`src/rtl/drive_cmd_sequencer.sv`:
```
// Turns received ASCII drive commands into a one-hot motor direction word,
// forcing an IDLE dead-time before every direction change and stopping on command silence.
module drive_cmd_sequencer #(
   parameter int DEADTIME_CYCLES = 125000,
   parameter int WATCHDOG_CYCLES = 62500000
) (
   input  logic       clk_125mhz,
   input  logic       reset,
   input  logic [7:0] rx_data,
   input  logic       rx_valid,
   output logic [4:0] direction,
   output logic       cmd_error,
   output logic       wd_trip,
   output logic       dead_active
);

   localparam logic [4:0] DIR_FWD   = 5'b00001;
   localparam logic [4:0] DIR_IDLE  = 5'b00010;
   localparam logic [4:0] DIR_BACK  = 5'b00100;
   localparam logic [4:0] DIR_LEFT  = 5'b01000;
   localparam logic [4:0] DIR_RIGHT = 5'b10000;

   localparam int DT_W = $clog2(DEADTIME_CYCLES + 1);
   localparam int WD_W = $clog2(WATCHDOG_CYCLES + 1);

   typedef enum logic [1:0] {IDLE_ST, RUN, DEAD} state_t;

   state_t          state_q, state_d;
   logic [4:0]      target_q, target_d;
   logic [4:0]      dir_q, dir_d;
   logic [DT_W-1:0] dt_cnt_q, dt_cnt_d;
   logic [WD_W-1:0] wd_cnt_q, wd_cnt_d;
   logic            cmd_err_q, cmd_err_d;
   logic            wd_trip_q, wd_trip_d;
   logic            dead_q;

   logic [4:0] cmd_dir;
   logic       cmd_motion, cmd_stop, cmd_bad;

   always_comb begin
      cmd_dir    = DIR_IDLE;
      cmd_motion = 1'b0;
      cmd_stop   = 1'b0;
      cmd_bad    = 1'b0;
      if (rx_valid) begin
         case (rx_data)
            8'h46, 8'h66: begin cmd_dir = DIR_FWD;   cmd_motion = 1'b1; end
            8'h42, 8'h62: begin cmd_dir = DIR_BACK;  cmd_motion = 1'b1; end
            8'h4C, 8'h6C: begin cmd_dir = DIR_LEFT;  cmd_motion = 1'b1; end
            8'h52, 8'h72: begin cmd_dir = DIR_RIGHT; cmd_motion = 1'b1; end
            8'h53, 8'h73: cmd_stop = 1'b1;
            default:      cmd_bad  = 1'b1;
         endcase
      end
   end

   always_comb begin
      state_d   = state_q;
      target_d  = target_q;
      dir_d     = dir_q;
      dt_cnt_d  = dt_cnt_q;
      wd_cnt_d  = (cmd_motion || cmd_stop) ? '0 : wd_cnt_q;
      cmd_err_d = cmd_bad;
      wd_trip_d = 1'b0;
      case (state_q)
         IDLE_ST: begin
            dir_d = DIR_IDLE;
            if (cmd_motion) begin
               state_d  = RUN;
               dir_d    = cmd_dir;
               wd_cnt_d = '0;
            end
         end
         RUN: begin
            if (cmd_motion && (cmd_dir == dir_q)) begin
               wd_cnt_d = '0;
            end else if (cmd_motion || cmd_stop) begin
               state_d  = DEAD;
               target_d = cmd_dir;
               dt_cnt_d = '0;
               dir_d    = DIR_IDLE;
            end else if (wd_cnt_q == WD_W'(WATCHDOG_CYCLES - 2)) begin
               // counter would reach WATCHDOG_CYCLES-1 on this edge: stop the car
               state_d   = DEAD;
               target_d  = DIR_IDLE;
               dt_cnt_d  = '0;
               dir_d     = DIR_IDLE;
               wd_trip_d = 1'b1;
            end else begin
               wd_cnt_d = wd_cnt_q + 1'b1;
            end
         end
         DEAD: begin
            dir_d = DIR_IDLE;
            if (cmd_motion || cmd_stop) target_d = cmd_dir;
            // a command on the last dead cycle is the one that gets applied
            if (dt_cnt_q == DT_W'(DEADTIME_CYCLES - 1)) begin
               if (target_d != DIR_IDLE) begin
                  state_d  = RUN;
                  dir_d    = target_d;
                  wd_cnt_d = '0;
               end else begin
                  state_d = IDLE_ST;
               end
               target_d = DIR_IDLE;
            end else begin
               dt_cnt_d = dt_cnt_q + 1'b1;
            end
         end
         default: begin
            state_d  = IDLE_ST;
            dir_d    = DIR_IDLE;
            target_d = DIR_IDLE;
         end
      endcase
   end

   always_ff @(posedge clk_125mhz) begin
      if (reset) begin
         state_q   <= IDLE_ST;
         target_q  <= DIR_IDLE;
         dir_q     <= DIR_IDLE;
         dt_cnt_q  <= '0;
         wd_cnt_q  <= '0;
         cmd_err_q <= 1'b0;
         wd_trip_q <= 1'b0;
         dead_q    <= 1'b0;
      end else begin
         state_q   <= state_d;
         target_q  <= target_d;
         dir_q     <= dir_d;
         dt_cnt_q  <= dt_cnt_d;
         wd_cnt_q  <= wd_cnt_d;
         cmd_err_q <= cmd_err_d;
         wd_trip_q <= wd_trip_d;
         dead_q    <= (state_d == DEAD);
      end
   end

   assign direction   = dir_q;
   assign cmd_error   = cmd_err_q;
   assign wd_trip     = wd_trip_q;
   assign dead_active = dead_q;

endmodule
```
`config.mk`:
```
export PLATFORM = sky130hd
export DESIGN_NAME = drive_cmd_sequencer
export DESIGN_NICKNAME = d
export VERILOG_FILES = /design/src/rtl/drive_cmd_sequencer.sv
export SDC_FILE = /design/constraint.sdc
export NUM_CORES = 1
export LEC_CHECK = 0
export ABC_CLOCK_PERIOD_IN_PS = 2710
export BUFFER_PORTS_ARGS = -buffer_cell sky130_fd_sc_hd__clkbuf_2
export CORE_UTILIZATION = 45
export DETAILED_ROUTE_END_ITERATION = 6
export PLACE_DENSITY_LB_ADDON = 0.2
export RECOVER_POWER = 100
export SETUP_SLACK_MARGIN = 0.4
export SLEW_MARGIN = 40
export SYNTH_ARGS = -nofsm -noshare
export SYNTH_HDL_FRONTEND = slang
export SYNTH_SLANG_ARGS = --single-unit
export TNS_END_PERCENT = 5
```
`constraint.sdc`:
```
create_clock -name clk_125mhz -period 2.71 [get_ports clk_125mhz]
set_clock_uncertainty 0.1 [all_clocks]
set_input_delay 0.1355 -clock clk_125mhz [delete_from_list [all_inputs] [get_ports clk_125mhz]]
set_output_delay 0.1355 -clock clk_125mhz [all_outputs]
set_load 0.01 [all_outputs]
```
==> results.sh <==
export IMPL_hold_viol_final=0
export IMPL_fin_nets=483
export IMPL_cts_sinks=58
export IMPL_endpoint_kind="flop"
export IMPL_syn_avg_cell_area_um2=7.89
export IMPL_ctsRootBufferMaster="clkbuf_8"
export IMPL_yosysWarnings=0
export IMPL_period_share_pct=90.1
export IMPL_grt_pass1_wl_um=13400
export IMPL_final_core_util_pct=54.6
export IMPL_clk_pin_slew_ns=0.07
export IMPL_crit_chain="inv_1, ha_4, nor3b_4, nor2b_4, and4_1, o211ai_4, nand2_1, a21oi_1, a22o_1"
export IMPL_maxCapViolCount=0
export IMPL_grt_overflow=0
export IMPL_synth_area_leaders="dfxtp_1 34%, o21ai_0 5.4%, a21oi_1 4.1%"
export IMPL_endpoint="target_q[3]"
export IMPL_fillers=707
export IMPL_io_pins=19
export IMPL_yosys_mux_area_fraction_pct=0.292
export IMPL_tightest_slew_ns=0.570
export IMPL_cts_tree="done"
export IMPL_grt_pass1_vias=2874
export IMPL_numCtsBuffers=9
export IMPL_avgRoutedWirePerCell_um=15.6
export IMPL_synth_nets=453
export IMPL_drt_iter0_drc=175
export IMPL_wl_um=8870
export IMPL_cp_start_kind="flop"
export IMPL_port_buffers=17
export IMPL_r2r_slack_ns=0.27
export IMPL_drc=0
export IMPL_ys_async_sr_fraction_pct=0
export IMPL_p_leak_nw=1.52
export IMPL_die_x_um=89.3
export IMPL_seq_area_frac_synth_pct=33.8
export IMPL_hp_class="in -> reg"
export IMPL_synth_seq_cells=58
export IMPL_dr_pass1_iters=5
export IMPL_die_h_um=89.3
export IMPL_worstReg2RegStart="wd_cnt_q[0]"
export IMPL_hold_path_startpoint="rx_data[4]"
export IMPL_core_mm2=0.00733
export IMPL_grt_max_degree=22
export IMPL_htreeDepth=3
export IMPL_syn_inst=435
export IMPL_crit_slowest_cell="a21oi_1"
export IMPL_path_class="reg -> reg"
export IMPL_synth_top_family_by_area="simple AND/OR/NAND/NOR gates"
export IMPL_antenna_cells=0
export IMPL_vdd_drop_max_mv=0.411
export IMPL_r2r_end="target_q[3]"
export IMPL_path_max_fanout=8
export IMPL_synth_xor_area_share_pct=2.81
export IMPL_pwr_share_seq_pct=50.8
export IMPL_setup_tns_final_ns=0
export IMPL_clk_latency_ns=0.34
export IMPL_dp_hpwl_um=5770
export IMPL_synthAdderAreaFrac_pct=2.55
export IMPL_drtAntennaViolNets=0
export IMPL_maxSlewHeadroom_pct=62.0
export IMPL_placed_area_mm2=0.00364
export IMPL_viasPerCell=6.03
export IMPL_drive_gt1_share_pct=16.4
export IMPL_synth_top_area_share_pct=33.8
export IMPL_timing_fmax_mhz=410
export IMPL_initial_core_util_pct=46.8
export IMPL_max_clock_path_buffers=2
export IMPL_cp_startpoint="wd_cnt_q[0]"
export IMPL_final_cell_area_mm2=0.00400
export IMPL_slew_viol_final=0
export IMPL_synth_cell_types=68
export IMPL_rsz0062_at_grt="true"
export IMPL_status="completed"
export IMPL_switching_power_mw=0.400
export IMPL_setup_viol=0
export IMPL_track_usage_pct=21.7
export IMPL_combPwrFrac_pct=4.6
export IMPL_synth_edf_count=0
export IMPL_synth_simple_area_share_pct=31.7
export IMPL_grt_antenna_before_repair=0
export IMPL_clockPowerShare_pct=44.6
export IMPL_swShare_pct=23.7
export IMPL_cpPeakStageDelay_ns=0.40
export IMPL_rows=31
export IMPL_synth_compound_area_share_pct=23.5
export IMPL_gp_congestion=0.804
export IMPL_intPower_mw=1.28
export IMPL_cellPowerDensity_mw_per_mm2=421
export IMPL_reg2reg_depth=9
export IMPL_arrival_ns=2.62
export IMPL_synth_ff_type="dfxtp_1"
export IMPL_die_area_mm2=0.00798
export IMPL_vias=3429
export IMPL_synth_largest_area_cell="dfxtp_1"
export IMPL_cp_required_ns=2.89
export IMPL_syn_cell_area_mm2=0.00343
export IMPL_period_needed_ns=2.44
export IMPL_power_mw=1.68
export IMPL_syn2layout_area_growth_pct=16.6
-- cell usage after synthesis (all sizes together), types with 5 or more instances --
| master | number |
|---|---|
| and2 | 9 |
| nor4 | 6 |
| dfxtp | 58 |
| nor2 | 37 |
| nand2 | 34 |
| buf | 12 |
| nand3 | 17 |
| o31ai | 5 |
| nand4 | 22 |
| ha | 7 |
| and3 | 15 |
| inv | 17 |
| or3 | 6 |
| a22o | 5 |
| clkbuf | 11 |
| o21ai | 45 |
| a21oi | 28 |
| xnor2 | 9 |
| nor3 | 11 |
| a31oi | 14 |
-- critical path, delay by kind of cell, from the launching register on --
family,cells,cell delay (ns)
simple gates,4,0.73
flops,1,0.35
fa+ha+maj,1,0.16
compound gates,3,0.96
buf+inv,1,0.09
-- sequential cells by signal (all words and copies together) (netlist names) --
signal / count
dt_cnt_q: 17
wd_trip: 1
wd_cnt_q: 26
state_q: 2
cmd_error: 1
dead_active: 1
direction: 5
target_q: 5
-- per-layer routing --
layer  global-route usage, %  part of all wire (%)  vias up
met5                       0                     0        -
li1                        -                     -     1690
met4                    7.94                   1.6        0
met1                    27.3                    45     1642
met3                    4.71                   4.8       14
met2                    36.4                    48       83
-- cells by family after synthesis --
group                      Yosys count
and+or+nand+nor                    192
AOI/OAI and AO/OA                  126
DFF                                 58
buffers and inverters               40
xor gates and xnor gates            11
adders and majority gates            7
muxes                                1
-- power groups by stage --
stage	Clock, mW	Sequential, mW	Combinational [mW]
after floorplan	0	0.875	0.0472
after global placement	0	0.875	0.0662
after detailed placement	0	0.875	0.0671
after CTS	0.780	0.856	0.0715
after global routing	0.808	0.855	0.0830
final	0.751	0.856	0.0768
-- placed cells by master (no fill, tap or decap), types with 5 or more instances in the layout --
cell and count:
dfxtp_1 53, o21ai_0 42, nor2_1 37, nand2_1 33, a21oi_1 26, nand4_1 22
inv_1 17, nand3_1 17, buf_4 15, and3_1 14, a31oi_1 14, clkbuf_8 12
nor3_1 10, clkbuf_1 10, xnor2_1 9, clkbuf_2 9, or3_1 6, o31ai_1 5
a22o_1 5, and2_1 5, ha_1 5, dfxtp_2 5
-- worst min path at each step --
stage,cells past startpoint,slack (ns),end
after floorplan,1,0.15,cmd_error
final,2,0.08,target_q[4]
after global routing,2,0.09,target_q[4]
after detailed placement,2,0.26,cmd_error
after CTS,2,0.06,target_q[4]
after global placement,3,0.26,cmd_error
-- per-stage QoR --
step / setup WS [ns] / hold WS (ns) / std cells
2_1_floorplan: 0.446 / 0.146 / 435
3_3_place_gp: 0.287 / 0.257 / 543
3_5_place_dp: 0.192 / 0.260 / 543
5_1_grt: 0.168 / 0.0943 / 569
4_1_cts: 0.285 / 0.0586 / 561
6_report: 0.269 / 0.0829 / 569
-- cell type report --
cell class                 count  area, um2  share of cell area [%]
sequential                    58       1170                    29.2
inverter                      17       63.8                    1.59
clock buffer                  12        165                    4.13
multi-input combinational    340       2210                    55.3
clock inverter                 4       25.0                   0.625
tap                           99        124                    3.09
timing repair buffer          39        244                    6.10
-- what timing repair did --
| action | 4_1_cts | 5_1_grt |
|---|---|---|
| gates cloned | 0 | 4 |
| resized for setup | 12 | 25 |
| setup endpoints to repair | 41 | 52 |
| buffers inserted | 0 | 4 |
| endpoints found under the hold margin | 1 | 0 |
| pin swaps | 0 | 9 |
| hold buffers | 2 | 0 |
Power figures use the tool's default switching activity.
